--- config.mk ---
export PLATFORM = sky130hd
export DESIGN_NAME = i2c_slave_regs
export DESIGN_NICKNAME = d
export VERILOG_FILES = /design/src/rtl/i2c_slave_pkg.sv /design/src/rtl/i2c_line_filter.sv /design/src/rtl/i2c_slave_regs.sv
export SDC_FILE = /design/constraint.sdc
export NUM_CORES = 1
export LEC_CHECK = 0
export CAP_MARGIN = 0
export CORE_MARGIN = 8
export CORE_UTILIZATION = 52
export CTS_BUF_LIST = sky130_fd_sc_hd__clkbuf_8
export DETAILED_ROUTE_END_ITERATION = 8
export MAX_ROUTING_LAYER = met4
export PLACE_DENSITY_LB_ADDON = 0.12
export SYNTH_ARGS = -nofsm -noshare
export SYNTH_HDL_FRONTEND = slang
export SYNTH_SLANG_ARGS = --single-unit
--- constraint.sdc ---
create_clock -name clk -period 3.61 [get_ports clk]
set_input_delay 0.722 -clock clk [delete_from_list [all_inputs] [get_ports clk]]
set_output_delay 0.722 -clock clk [all_outputs]
set_load 0.01 [all_outputs]
--- src/rtl/i2c_slave_pkg.sv ---
// Shared types and bus-level constants for the I2C register-bank slave.
package i2c_slave_pkg;

   typedef enum logic [3:0] {
      ST_IDLE,
      ST_ADDR,
      ST_ADDR_ACK,
      ST_PTR,
      ST_PTR_ACK,
      ST_WDATA,
      ST_WDATA_ACK,
      ST_RDATA,
      ST_RDATA_ACK
   } state_t;

   localparam logic OE_ACK        = 1'b1;   // slave pulls SDA low to acknowledge
   localparam logic OE_RELEASE    = 1'b0;
   localparam logic SDA_ACK       = 1'b0;   // bus level of a master ACK
   localparam logic [3:0] BYTE_BITS = 4'd8;

endpackage

--- src/rtl/i2c_line_filter.sv ---
// Two-flop synchronizer followed by a run-length glitch filter for one I2C line.
module i2c_line_filter #(
   parameter int FILT_LEN = 3
) (
   input  logic clk,
   input  logic rst,
   input  logic line_i,
   output logic line_o
);

   logic [1:0] sync_q, sync_d;
   logic [3:0] cnt_q, cnt_d;
   logic       filt_q, filt_d;

   always_ff @(posedge clk) begin
      // NOTE: non-blocking assignments so every flop samples the pre-edge values.
      if (rst) begin
         sync_q <= 2'b11;
         cnt_q  <= '0;
         filt_q <= 1'b1;
      end else begin
         sync_q <= sync_d;
         cnt_q  <= cnt_d;
         filt_q <= filt_d;
      end
   end

   always_comb begin
      // NOTE: every _d gets a default first so no path can infer a latch.
      sync_d = {sync_q[0], line_i};
      filt_d = filt_q;
      cnt_d  = '0;
      if (sync_q[1] != filt_q) begin
         if (cnt_q == 4'(FILT_LEN - 1)) begin
            filt_d = sync_q[1];
         end else begin
            cnt_d = cnt_q + 4'd1;
         end
      end
   end

   assign line_o = filt_q;

endmodule

--- src/rtl/i2c_slave_regs.sv ---
// I2C slave exposing a byte-wide register bank with an auto-incrementing pointer.
module i2c_slave_regs
   import i2c_slave_pkg::*;
#(
   parameter logic [6:0] SLAVE_ADDR = 7'h48,
   parameter int         NUM_REGS   = 16,
   parameter int         FILT_LEN   = 3
) (
   input  logic                        clk,
   input  logic                        rst,
   input  logic                        scl_i,
   input  logic                        sda_i,
   output logic                        sda_oe,
   output logic [NUM_REGS*8-1:0]       regs_o,
   output logic                        wr_stb,
   output logic [$clog2(NUM_REGS)-1:0] wr_idx,
   output logic                        int_o
);

   localparam int PW = $clog2(NUM_REGS);

   state_t        state_q, state_d;
   logic [7:0]    sh_q, sh_d;
   logic [3:0]    bit_cnt_q, bit_cnt_d;
   logic [PW-1:0] ptr_q, ptr_d, ptr_inc;
   logic          sda_oe_q, sda_oe_d;
   logic          wr_stb_q, wr_stb_d;
   logic [PW-1:0] wr_idx_q, wr_idx_d;
   logic          int_q, int_d;
   logic          wrote_q, wrote_d;
   logic          mack_q, mack_d;
   logic [7:0]    regs_q [NUM_REGS];
   logic [7:0]    regs_d [NUM_REGS];
   logic          scl_f, sda_f, scl_prev_q, sda_prev_q;
   logic          start_det, stop_det, scl_rise, scl_fall, byte_done, addr_match;

   i2c_line_filter #(.FILT_LEN(FILT_LEN)) u_scl_filt (
      .clk(clk), .rst(rst), .line_i(scl_i), .line_o(scl_f));
   i2c_line_filter #(.FILT_LEN(FILT_LEN)) u_sda_filt (
      .clk(clk), .rst(rst), .line_i(sda_i), .line_o(sda_f));

   // Bus conditions win over a coincident SCL edge.
   assign start_det  = scl_f &  sda_prev_q & ~sda_f;
   assign stop_det   = scl_f & ~sda_prev_q &  sda_f;
   assign scl_rise   =  scl_f & ~scl_prev_q & ~start_det & ~stop_det;
   assign scl_fall   = ~scl_f &  scl_prev_q & ~start_det & ~stop_det;
   assign byte_done  = (bit_cnt_q == BYTE_BITS);
   assign addr_match = (sh_q[7:1] == SLAVE_ADDR);
   assign ptr_inc    = ptr_q + 1'b1;

   always_ff @(posedge clk) begin
      if (rst) begin
         state_q    <= ST_IDLE;
         sh_q       <= '0;
         bit_cnt_q  <= '0;
         ptr_q      <= '0;
         sda_oe_q   <= OE_RELEASE;
         wr_stb_q   <= 1'b0;
         wr_idx_q   <= '0;
         int_q      <= 1'b0;
         wrote_q    <= 1'b0;
         mack_q     <= 1'b0;
         scl_prev_q <= 1'b1;
         sda_prev_q <= 1'b1;
         // NOTE: the bank is flop storage visible on regs_o, so it is reset like any register.
         regs_q     <= '{default: '0};
      end else begin
         state_q    <= state_d;
         sh_q       <= sh_d;
         bit_cnt_q  <= bit_cnt_d;
         ptr_q      <= ptr_d;
         sda_oe_q   <= sda_oe_d;
         wr_stb_q   <= wr_stb_d;
         wr_idx_q   <= wr_idx_d;
         int_q      <= int_d;
         wrote_q    <= wrote_d;
         mack_q     <= mack_d;
         scl_prev_q <= scl_f;
         sda_prev_q <= sda_f;
         regs_q     <= regs_d;
      end
   end

   always_comb begin
      state_d = state_q;
      if (start_det) begin
         state_d = ST_ADDR;
      end else if (stop_det) begin
         state_d = ST_IDLE;
      end else if (scl_fall) begin
         case (state_q)
            ST_ADDR:      if (byte_done) state_d = addr_match ? ST_ADDR_ACK : ST_IDLE;
            ST_ADDR_ACK:  state_d = sh_q[0] ? ST_RDATA : ST_PTR;
            ST_PTR:       if (byte_done) state_d = ST_PTR_ACK;
            ST_PTR_ACK:   state_d = ST_WDATA;
            ST_WDATA:     if (byte_done) state_d = ST_WDATA_ACK;
            ST_WDATA_ACK: state_d = ST_WDATA;
            ST_RDATA:     if (byte_done) state_d = ST_RDATA_ACK;
            ST_RDATA_ACK: state_d = (mack_q == SDA_ACK) ? ST_RDATA : ST_IDLE;
            default:      state_d = state_q;
         endcase
      end
   end

   always_comb begin
      sh_d      = sh_q;
      bit_cnt_d = bit_cnt_q;
      ptr_d     = ptr_q;
      sda_oe_d  = sda_oe_q;
      wr_stb_d  = 1'b0;
      wr_idx_d  = wr_idx_q;
      int_d     = 1'b0;
      wrote_d   = wrote_q;
      mack_d    = mack_q;
      regs_d    = regs_q;
      if (start_det) begin
         sh_d      = '0;
         bit_cnt_d = '0;
         sda_oe_d  = OE_RELEASE;
      end else if (stop_det) begin
         sda_oe_d = OE_RELEASE;
         int_d    = wrote_q;
         wrote_d  = 1'b0;
      end else if (scl_rise) begin
         case (state_q)
            ST_ADDR, ST_PTR, ST_WDATA: begin
               if (!byte_done) begin
                  sh_d      = {sh_q[6:0], sda_f};
                  bit_cnt_d = bit_cnt_q + 4'd1;
               end
            end
            ST_RDATA:     if (!byte_done) bit_cnt_d = bit_cnt_q + 4'd1;
            ST_RDATA_ACK: mack_d = sda_f;
            default:      mack_d = mack_q;
         endcase
      end else if (scl_fall) begin
         case (state_q)
            ST_ADDR: if (byte_done) sda_oe_d = addr_match ? OE_ACK : OE_RELEASE;
            ST_ADDR_ACK: begin
               bit_cnt_d = '0;
               if (sh_q[0]) begin
                  sh_d     = regs_q[ptr_q];
                  sda_oe_d = ~regs_q[ptr_q][7];
               end else begin
                  sda_oe_d = OE_RELEASE;
               end
            end
            ST_PTR: begin
               if (byte_done) begin
                  ptr_d    = sh_q[PW-1:0];
                  sda_oe_d = OE_ACK;
               end
            end
            ST_PTR_ACK, ST_WDATA_ACK: begin
               bit_cnt_d = '0;
               sda_oe_d  = OE_RELEASE;
            end
            ST_WDATA: begin
               if (byte_done) begin
                  regs_d[ptr_q] = sh_q;
                  wr_stb_d      = 1'b1;
                  wr_idx_d      = ptr_q;
                  ptr_d         = ptr_inc;
                  wrote_d       = 1'b1;
                  sda_oe_d      = OE_ACK;
               end
            end
            ST_RDATA: begin
               // Shift toward the MSB so sh_q[6] is always the next bit to present.
               if (byte_done) begin
                  sda_oe_d = OE_RELEASE;
               end else begin
                  sh_d     = {sh_q[6:0], 1'b0};
                  sda_oe_d = ~sh_q[6];
               end
            end
            ST_RDATA_ACK: begin
               bit_cnt_d = '0;
               if (mack_q == SDA_ACK) begin
                  ptr_d    = ptr_inc;
                  sh_d     = regs_q[ptr_inc];
                  sda_oe_d = ~regs_q[ptr_inc][7];
               end else begin
                  sda_oe_d = OE_RELEASE;
               end
            end
            default: sda_oe_d = OE_RELEASE;
         endcase
      end
   end

   for (genvar k = 0; k < NUM_REGS; k++) begin : g_flat
      assign regs_o[8*k +: 8] = regs_q[k];
   end

   assign sda_oe = sda_oe_q;
   assign wr_stb = wr_stb_q;
   assign wr_idx = wr_idx_q;
   assign int_o  = int_q;

endmodule

After elaboration in Yosys (flattened, before gate mapping) --
Index checks and enable logic that the tools add are counted.
Word-level totals: memory bits (writable) 0, register bits 173, ROM bits 0, memories kept 0, logic and storage cells 183, bits of input ports 4, output and inout port bits 135, latch bits 0
Cells by class: shifts and indexed selects 0, order comparisons 3, div/mod/pow operators 0, bitwise operators 26, add/sub/neg operators 4, multipliers 0, reduce and logical (&&, ||, !) cells 34, muxes and demuxes 49, equality and inequality tests 31
Operators by type and width (number):
- 128-bit bitwise mux | 1
- 8-bit 2-to-1 mux | 12
- 8-bit binary-select mux with 4-bit select | 2
- 4-bit 2-to-1 mux | 12
- 8-bit demux with 4-bit select | 1
- 4-bit case mux with 7 select lines | 1
- 8-bit case mux with 3 select lines | 1
- 2-bit inequality test (second input constant) | 9
- 6-bit AND reduction | 3
- 4-bit by 1-bit adder with 4-bit output (second input constant) | 4
- 4-bit by 2-bit == test with 1-bit output (second input constant) | 4
- 4-bit by 3-bit == test with 1-bit output (second input constant) | 4
- 4-bit inequality test (second input constant) | 4
- 8-bit AND reduction | 2
- 3-bit OR reduction | 5
- 1-bit 2-to-1 mux | 14
- 1-bit NOT | 14
- 4-bit case mux with 3 select lines | 1
- 1-bit bitwise AND | 10
- 5-bit >= comparator (second input constant) | 2
- 4-bit NOT with 5-bit output | 2
- 5-bit AND reduction | 2
- 2-bit nonzero test | 5
- 9-bit nonzero test | 1
- other kinds (20) | 31

Longest topological paths before layout --
word-level depth 9, depth in mapped cells 12

Modules after synthesis --
Synthesis repeated with hierarchy kept, for this count alone.
Second synthesis, totals: cells, all modules 890, area total of the unflattened synthesis 9019.9 um^2
By module, submodules not included:
- i2c_slave_regs | cells each 840, instances 1, area an instance 8499.4 um^2, seq. area each 3183.1 um^2
- i2c_line_filter | cells each 25, instances 2, area an instance 260.2 um^2, seq. area each 140.1 um^2

Worst setup path after synthesis --
No wires, ideal clock.
kind flip-flop to flip-flop, from register ptr_q[0], to register sh_q[1], library setup time 0.132 ns, period minus slack after synthesis 2.947 ns, setup slack 0.663 ns, arrival time 2.816 ns, cell stages (with the launch flop) 13, path buffers 5, cells stage by stage dfxtp_1 > buf_4 > inv_1 > buf_2 > buf_2 > ha_1 > buf_2 > buf_1 > mux4_2 > mux2i_1 > nor2_1 > nor4_1 > nor3_1
On the way: cells in the longest elaborated chain, start to end 9, elaborated cells between the ends (all ways) 14, classes of those cells 1 x add/sub; 11 x mux; 2 x bitwise
RTL lines:
- from (decl) | RTL line i2c_slave_regs.sv:25 | logic [PW-1:0] ptr_q, ptr_d, ptr_inc;
- from (signal assigned) | RTL line i2c_slave_regs.sv:71 | ptr_q <= ptr_d;
- 4-bit by 1-bit adder with 4-bit output | RTL line i2c_slave_regs.sv:49 | assign ptr_inc = ptr_q + 1'b1;
- 4-bit NOT with 5-bit output (not written as such) | RTL line i2c_slave_regs.sv:181 | sh_d = regs_q[ptr_inc];
- 8-bit binary-select mux with 4-bit select | RTL line i2c_slave_regs.sv:181
- 8-bit 2-to-1 mux (not written as such) (2 in a row) | RTL line i2c_slave_regs.sv:181
- 8-bit 2-to-1 mux | RTL line i2c_slave_regs.sv:179 | if (mack_q == SDA_ACK) begin
- 8-bit case mux with 3 select lines * | RTL line i2c_slave_regs.sv:137 | case (state_q)
- 8-bit 2-to-1 mux * | RTL line i2c_slave_regs.sv:136 | end else if (scl_fall) begin
- 8-bit 2-to-1 mux * | RTL line i2c_slave_regs.sv:124 | end else if (scl_rise) begin
- to (signal assigned) | RTL line i2c_slave_regs.sv:54 | sh_q <= '0;
- to (signal assigned) | RTL line i2c_slave_regs.sv:69 | sh_q <= sh_d;
- to (decl) | RTL line i2c_slave_regs.sv:23 | logic [7:0] sh_q, sh_d;
Every way passes the cells marked *; elsewhere a longest branch is shown, timed or not. The select of a mux whose other input is x is not followed. A chain may end at the register's enable or synchronous reset.

Worst setup path after layout --
from register state_q[2], to register regs_q, in the netlist regs_o[2]
On the way: cells in the longest elaborated chain, start to end 2
RTL lines:
- from (decl) | RTL line i2c_slave_regs.sv:22 | state_t state_q, state_d;
- from (signal assigned) | RTL line i2c_slave_regs.sv:68 | state_q <= state_d;
- 4-bit by 3-bit == test with 1-bit output | RTL line i2c_slave_regs.sv:137
- 6-bit AND reduction (no line)
- to (signal assigned) | RTL line i2c_slave_regs.sv:80 | regs_q <= regs_d;
- to (decl) | RTL line i2c_slave_regs.sv:32 | logic [7:0] regs_q [NUM_REGS];
No other way between the ends.

==> impl_results.md <==
* #FFs+latches synth at 173
* Ys Warns at 0
* Met3 usage at 6.068%
* Post-route ant nets at 0
* Largest net degree at the start of global routing at 57
* GRT Max-Usage Layer: met2
* Reg-to-reg startpoint: state_q[2]
* Final worst slack at 769.8 ps
* Starting Density at 53.19%
* Endpoint type of the worst setup path: flop
* # setup viols final at 0
* Worst Hold Path EP: u_sda_filt.sync_q[1]
* Post-Syn Nets at 1028
* Post-synth cell types at slightly above 60
* Synth top cells by count: dfxtp_1, nand2_1, a21oi_1, o21ai_0, nor2_1
* Largest family of logic cells by synthesized area: multiplexers
* Residual DRC count at 0
* Final GP Congestion at 0.9499
* Synthesized area at just over 0.009 mm²
* Vias per Instance at ~6.4
* Synth top area share at 37.51%
* Pre-antenna DRT Iters at 7
* Most common cell in the netlist: dfxtp_1
* Grt ovf at 0
* First-pass GRT wire length at 48530 µm
* Layout cells sized above 1 at 14.65%
* Core area at 0.01736 mm²
* Setup CP Type: flop to flop
* Final instance area at approximately 0.011 mm²
* WP data required at 3960 ps
* Post-Synth Adder-Cell Area at 1.355%
* CTS buffer count at 17
* Simple-Gate Fraction of Synth Area at between 10% and 20%
* Maximum vdd drop at 0.0002549 V
* Worst reg2reg path endpoint: regs_o[2]
* Maximum clock insertion buffer count at 2
* Reg clk slew, reported paths at 110 ps
* EDFF count, synth at 0
* H-tree levels at 4
* Fillers at 1504
* Register area share after synthesis at 37.51%
* Starting DRT DRC Count at 897
* Placed cell areas at about 0.011 mm²
* Post-route clock period utilization at about four fifths
* DRT Wirelength at 31860 µm
* Min-Delay Path Class: flop to flop
* Die area at 0.02227 mm²
* Status: finished clean
* R2r setup slk at 770 ps
* Setup TNS at 0 ps
* CTS tree: done
* Vias in the first global route at 8305
* Gr usage total at 29.16%
* Sink Count at about 170
* Average size of a mapped cell at approximately 9 µm²
* Num rows at 48
* Mean routed wirelength per cell at 23.58 µm
* Setup WS pre-CTS at 789.9 ps
* Hold Fails Final Rpt at 0
* Synth area leaders: dfxtp_1, mux4_2, mux2i_1, a21oi_1, o21ai_0
* Layout net count at 1127
* M1 GR Usage at 37.04%
* Met2 usage in global routing at 45.07%
* WHS Path Cells at 1
* Yosys top cell by area: dfxtp_1
* HPWL after DPL at between 20000 and 25000 µm
* WP data arrival at 3190 ps
* Root Buffer: clkbuf_8
* Worst-Margin Slew at ~1200 ps
* Multiplexer share of the synthesized area at 22.93%
* Post-synthesis compound-gate area fraction at 16.05%
* # resized after CTS at 0
* Worst Reg-to-Reg Cells at 6
* Diodes inserted at 0
* Total Power at about 3.4 mW
* Hold slack at between 400 and 500 ps
* Hold path startpoint: u_sda_filt.sync_q[0]
* Postcts setup bufs at 0
* Skew final at 18.77 ps
* Die span in x at 149.2 µm
* Worst skew pair latency at ~480 ps
* Max-cap violations at 0
* PwrDens at 304.9 mW/mm²
* Pleak at around 3.5 nW
* Xor/xnor share of the synthesized area at 1.328%
* DIE HEIGHT at 149.2 µm
* Mapped Cells at 1014
* FFs w/ async S/R, synth at 0%
* Hold Buf Count CTS at 0
* Most used DFF post-synth: dfxtp_1
* Max Slew Vio Count at 0
* Num ports at ~140
* Fmax at 352.1 MHz
* Tmin final at between 2000 and 3000 ps
* Setup crit start kind: flop
* Area growth from synthesis to layout at 20.83%
* Crit-path max FO at 16
* Antenna violations before repair at 0
* RSZ-0062 raised after global routing: false
* Worst-case headroom to the max-slew limit at just over 20%
* Port Buf Inserts at ~140
* Via count at around 8600
[critical path: stages, from the launching register on]
cell	delay, ps
dfxtp_1	700
nor2b_1	280
and4_1	450
nand2_2	360
nor3_4	620
mux2i_1	260
nor2_1	50
[cells in the final DEF, fill, tap and decap left out, drive strengths merged, types with 23 or more instances in the layout]
cell type,netlist,routed
buf,30,29
nand2,131,131
clkdlybuf4s50,0,137
o21ai,111,111
dfxtp,173,173
nor2,86,86
mux2i,63,63
nor3,23,23
mux4,58,58
a21oi,124,124
[how the worst max path moves through the flow]
stage	depth (start not counted)	slack, ps	endpoint	from
final	6	770	regs_o[2]	state_q[2]
after global routing	7	580	sda_oe	ptr_q[1]
after CTS	8	760	sh_q[1]	ptr_q[1]
after detailed placement	8	790	sh_q[0]	ptr_q[1]
after global placement	8	850	sh_q[0]	ptr_q[1]
after floorplan	12	660	sh_q[1]	ptr_q[0]
[stage by stage]
| step | cells | util (%) |
|---|---|---|
| after CTS | 1351 | 64.27 |
| after global placement | 1319 | 61.78 |
| final | 1351 | 64.27 |
| after global routing | 1351 | 64.27 |
| after detailed placement | 1319 | 61.78 |
| after floorplan | 1014 | - |
[report_power, final]
part           internal [mW]  leakage [nW]  switching, mW
sequential              1.91          1.40        0.00195
clock                  0.599         0.212          0.847
combinational        0.00849          1.93         0.0350
[state kept, by name (all words and copies together), names as in the netlist, 2 cells and up]
| signal | flops |
|---|---|
| ptr_q | 4 |
| wr_idx | 4 |
| u_scl_filt.cnt_q | 4 |
| bit_cnt_q | 4 |
| regs_o | 128 |
| u_scl_filt.sync_q | 2 |
| sh_q | 8 |
| state_q | 4 |
| u_sda_filt.sync_q | 2 |
| u_sda_filt.cnt_q | 4 |
[layer usage]
metal / wire length, µm / up-vias
met3: 3434 / 80
met4: 975 / 0
li1: - / 3831
met2: 14930 / 554
met5: 0 / -
met1: 12520 / 4160
[cell type report]
cell class | instances | area, µm² | area share (%)
clock buffers | 17 | 234.0 | 2.097
flip-flops and latches | 173 | 3467 | 31.08
multi-input cells | 743 | 5328 | 47.76
clock inverters | 15 | 198.9 | 1.783
well taps | 225 | 281.5 | 2.524
inverters | 12 | 45.04 | 0.4038
repair buffers | 166 | 1602 | 14.36
[cells by family (layout without fill, tap and decap cells)]
group                    after synthesis  in the layout
AO/OA/AOI/OAI                        270            270
multiplexers                         137            137
XOR/XNOR                              11             11
flip-flops                           173            173
buffers and inverters                 98            210
adder cells (fa/ha/maj)               10             10
AND/OR/NAND/NOR                      315            315
Note: power is estimated with default switching activity, not from simulation.
